===== src/rtl/fir_seq_ctrl.sv =====
// fir_seq_ctrl: sequences sample load, compute with timeout, and result readout for an external FIR core
module fir_seq_ctrl #(
  parameter int signalCount = 10,
  parameter int timeoutCycles = 1024
) (
  input  logic        clk,
  input  logic        reset,
  input  logic        start,
  input  logic        in_valid,
  input  logic [31:0] in_data,
  output logic        in_ready,
  output logic [1:0]  fir_operation,
  output logic [31:0] fir_addr,
  output logic [31:0] fir_x,
  input  logic [31:0] fir_y,
  input  logic        fir_done,
  output logic        out_valid,
  output logic [31:0] out_data,
  input  logic        out_ready,
  output logic        busy,
  output logic        run_done,
  output logic        err
);
  localparam int IW = $clog2(signalCount + 1);
  localparam int CW = $clog2(timeoutCycles + 1);
  localparam logic [IW-1:0] idx_last = IW'(signalCount - 1);
  localparam logic [CW-1:0] cnt_last = CW'(timeoutCycles - 1);
  localparam logic [31:0] addr_last = 32'(signalCount - 1);
  typedef enum logic [2:0] {IDLE, LOAD, COMPUTE, READ, ERR} state_t;
  state_t state;
  logic [IW-1:0] idx;
  logic [CW-1:0] cnt;
  logic accept;
  assign accept = in_ready && in_valid;
  assign out_data = fir_y;
  always_ff @(posedge clk) begin
    if (reset) begin
      state <= IDLE;
      idx <= '0;
      cnt <= '0;
      in_ready <= 1'b0;
      fir_operation <= 2'b00;
      fir_addr <= '0;
      fir_x <= '0;
      out_valid <= 1'b0;
      busy <= 1'b0;
      run_done <= 1'b0;
      err <= 1'b0;
    end else begin
      run_done <= 1'b0;
      case (state)
        IDLE, ERR: if (start) begin
          state <= LOAD;
          idx <= '0;
          in_ready <= 1'b1;
          busy <= 1'b1;
          err <= 1'b0;
        end
        LOAD: begin
          fir_operation <= accept ? 2'b01 : 2'b00;
          if (accept) begin
            fir_x <= in_data;
            fir_addr <= 32'(idx);
            idx <= idx + IW'(1);
            if (idx == idx_last) in_ready <= 1'b0;
          end
          // in_ready low here means the final sample's load command is on the bus now
          if (!in_ready) begin
            state <= COMPUTE;
            fir_operation <= 2'b10;
            cnt <= '0;
          end
        end
        COMPUTE: if (fir_done) begin
          state <= READ;
          fir_operation <= 2'b11;
          fir_addr <= '0;
          out_valid <= 1'b1;
        end else if (cnt == cnt_last) begin
          state <= ERR;
          fir_operation <= 2'b00;
          err <= 1'b1;
          busy <= 1'b0;
        end else cnt <= cnt + CW'(1);
        READ: if (out_ready && fir_addr == addr_last) begin
          state <= IDLE;
          fir_operation <= 2'b00;
          fir_addr <= '0;
          out_valid <= 1'b0;
          busy <= 1'b0;
          run_done <= 1'b1;
        end else if (out_ready) fir_addr <= fir_addr + 32'd1;
        default: state <= IDLE;
      endcase
    end
  end
endmodule


===== config.mk =====
export PLATFORM = sky130hd
export DESIGN_NAME = fir_seq_ctrl
export DESIGN_NICKNAME = d
export VERILOG_FILES = /design/src/rtl/fir_seq_ctrl.sv
export SDC_FILE = /design/constraint.sdc
export NUM_CORES = 1
export LEC_CHECK = 0
export ABC_AREA = 1
export BUFFER_PORTS_ARGS = -buffer_cell sky130_fd_sc_hd__buf_2
export CELL_PAD_IN_SITES_DETAIL_PLACEMENT = 0
export CELL_PAD_IN_SITES_GLOBAL_PLACEMENT = 1
export CORE_AREA = 2 2 120 122
export CTS_CLUSTER_DIAMETER = 100
export DETAILED_ROUTE_END_ITERATION = 10
export DIE_AREA = 0 0 122 124
export PLACE_DENSITY = 0.79
export REMOVE_ABC_BUFFERS = 1
export SYNTH_ARGS = -nofsm -noshare
export SYNTH_HDL_FRONTEND = slang
export SYNTH_SLANG_ARGS = --single-unit

===== constraint.sdc =====
create_clock -name clk -period 2.2 [get_ports clk]
set_clock_uncertainty 0.2 [all_clocks]
set_input_delay 0.33 -clock clk [delete_from_list [all_inputs] [get_ports clk]]
set_output_delay 0.33 -clock clk [all_outputs]
set_load 0.02 [all_outputs]

==> metrics.md <==
| Metric | Value |
|---|---|
| DP Area | 0.005255 mm2 |
| Crit-path cells | nor2_1, nor2_2, o21ai_4, nor2_8, buf_4, nand3b_1, o21ai_0, nand2_1, nor2_1 |
| Seq/Total Area, Yosys | 0.3836 |
| DRC Markers | 0 |
| Simple-gate share of the synthesized area | 0.3448 |
| CTS Root Cell | clkbuf_16 |
| Routed vias/inst | 4.736 |
| Port bufs | 108 |
| CP Max Fanout | 11 |
| Starting Density | 0.3385 |
| Gr usage total | 0.1899 |
| Top cells by area, synth | dfxtp_1, nor2_1, nand2_1 |
| Slew at the pin closest to its max-slew limit | 348.3 ps |
| Most common cell after layout, fill and taps aside | nor2_1 |
| Grt total ovfl | 0 |
| Worst-case clock buffer depth | 2 |
| Synth unique cells | 32 |
| Initial antenna violation count | 0 |
| Worst R2R Path Depth | 9 |
| GR peak layer | met2 |
| Leakage | 2.727 nW |
| Largest net degree at the start of global routing | 33 |
| ANT nets after route | 0 |
| Diodes inserted | 0 |
| Fin crit share | 0.9465 |
| First-pass GRT wire length | 22490 um |
| Fin. Hold Viols | 0 |
| Max-cap viol count | 0 |
| Max IR drop VDD | 0.4245 mV |
| Fmax achieved | 0.4802 GHz |
| Hold WC Path Type | in -> reg |
| Pwr dens | 766.3 mW/mm2 |
| Share of cells above drive strength 1 | 0.2141 |
| CP startpoint | state[1] |
| Synth Area in XOR/XNOR | 0.01320 |
| Post-synth EDFFs | 0 |
| Fin util | 0.4244 |
| Sink Count | 89 |
| R2r setup slk | 120 ps |
| Synth Flop Type | dfxtp_1 |
| Met1 global-route usage | 0.2405 |
| Rows | 43 |
| Area growth syn-to-layout | 25.38% |
| Worst EP arrival | 2170 ps |
| Gpl congestion | 0.8885 |
| CP startpoint kind | flip-flop |
| Power share of the clock group | 0.376 |
| Sw Pwr | 1.409 mW |
| Pre-CTS worst setup slack | 94.05 ps |
| Post-synthesis mux area share | 0 |
| Vias in the first global route | 4489 |
| Flops & latches, synth | 89 |
| WL final | 14080 um |
| Syn_area_per_cell | 6.635 um2 |
| Gate power share | 0.225 |
| DP Wirelength | 10240 um |
| Switching Fraction | 0.3158 |
| Final nets | 892 |
| Ys Warns | 0 |
| Setup TNS | 0 ps |
| Reg-to-Reg Start | state[1] |
| Max-slew violations | 0 |
| RSZ-0062 raised after global routing | true |
| Core area | 0.01372 mm2 |
| Ys async rst share | 0 |
| CTS tree | yes |
| Worst Setup EP | fir_addr[21] |
| Routed len/inst | 14.05 um |
| DIE AREA | 0.01513 mm2 |
| Largest family of logic cells by synthesized area | simple AND/OR/NAND/NOR gates |
| Most frequent cells in the layout | nor2_1, nand2_1, buf_2 |
| Post-Syn Area | 0.004644 mm2 |
| Share of the synthesized area in the top cell type | 0.3836 |
| Final non-filler cell total | 1002 |
| Die Y-Extent | 124 um |
| P_int | 3.053 mW |
| TritonRoute pass-1 iters | 5 |
| Sequential share of power | 0.400 |
| IO Count | 173 |
| Hold WS | 5.459 ps |
| Top cell by count, worst path | nor2_1 |
| Adder-cell share of the synthesized area | 0.01347 |
| Max incr delay on CP | 440 ps |
| Die Wd | 122 um |
| 1st-iter DRT viols | 190 |
| Detailed-route via count | 4745 |
| CP required | 2290 ps |
| Post-route cell area | 0.005823 mm2 |
| H-tree level count | 3 |
| Final Critical Period | 2082 ps |
| Leading area contributor after synthesis | dfxtp_1 |
| Pwr Total | 4.462 mW |
| Final setup margin | 117.7 ps |
| Post-synthesis compound-gate area fraction | 0.1034 |
| GR Util met3 | 0.08059 |
| Worst skew pair latency | 350 ps |
| Setup CP Type | reg -> reg |
| Reg clk slew, reported paths | 70 ps |
| Gate Count Post-Synth | 700 |
| Critical Path End Type | flip-flop |
| Met2 Use GR | 0.2846 |
| TritonCTS buffer count | 9 |
| Status | finished, final reports clean |
| CP max stage cell | dfxtp_1 |
| Reg2Reg Capture Point | fir_addr[21] |
| Cells after DPL | 963 |
| Fill cells | 1459 |
| Worst slew margin | 0.7678 |
| Setup Viol. Count Final | 0 |
==> cell type report <==
type	count	area, um2	area share
Clock inverter	7	95.09	0.01633
Tap cell	180	225.2	0.03868
Inverter	85	319.1	0.05479
Sequential cell	89	1783	0.3062
Timing Repair Buffer	154	938.4	0.1612
Multi-Input combinational cell	478	2237	0.3842
Clock buffer	9	225.2	0.03868
==> registers in the layout, summed over array words and instances, names as in the netlist <==
signal and cells:
run_done 1, err 1, cnt 11, fir_addr 32
fir_operation 2, in_ready 1, out_valid 1, state 3
fir_x 32, idx 4, busy 1
==> power groups by stage <==
stage	clock (mW)	combinational, mW	sequential (mW)
floorplan	0	0.481	1.89
global placement	0	0.919	1.82
detailed placement	0	0.918	1.82
CTS	1.72	0.952	1.78
global route	1.79	1.12	1.80
finish	1.68	1.00	1.78
==> worst max-delay path, delay by kind of cell (launching register included) <==
| family | cells | cell delay [ps] |
|---|---|---|
| DFF | 1 | 440 |
| and+or+nand+nor | 6 | 880 |
| buffers and inverters | 1 | 170 |
| AOI/OAI and AO/OA | 2 | 330 |
==> synth_stat cells (2+ instances only) <==
master    instances
buf_6             4
nand2_2           4
nor3_1           22
inv_2             4
dfxtp_1          89
nand3_1          28
o21ai_2           2
nor2_2            2
nand2_1         133
clkbuf_1         11
inv_1            81
a31oi_1           2
nor2_1          152
a211oi_1          2
a21oi_1          32
o21ai_0          54
ha_1              5
buf_4            33
nand4_1          18
xor2_1            7
nand3b_1          4
==> worst min-delay path by stage <==
stage / from / end / slack [ps] / cells after the start
4_1_cts: in_data[5] / fir_x[5] / 0.4 / 3
3_5_place_dp: err / err / 250 / 2
2_1_floorplan: reset / busy / 200 / 1
6_report: in_data[5] / fir_x[5] / 5 / 3
5_1_grt: in_data[12] / fir_x[12] / 10 / 3
3_3_place_gp: err / err / 240 / 2
==> per-layer routing <==
layer	share of wire	vias up
li1	-	2427
met1	0.46	2105
met2	0.42	193
met3	0.099	18
met4	0.016	2
met5	0.0033	-
==> timing repair <==
action / in CTS / in global routing
hold endpoints to repair: 21 / 0
hold buffers: 21 / 0
endpoints found under the setup margin: 0 / 30
gates resized for setup: 0 / 11
buffers inserted: 0 / 1
==> logic make-up (layout without fill, tap and decap cells) <==
group	Yosys count	in the layout
flops	89	89
buf+inv	134	255
xor+xnor	7	7
fa+ha+maj	5	5
simple gates	372	373
compound gates	93	93
Note: power is estimated with default switching activity, not from simulation.
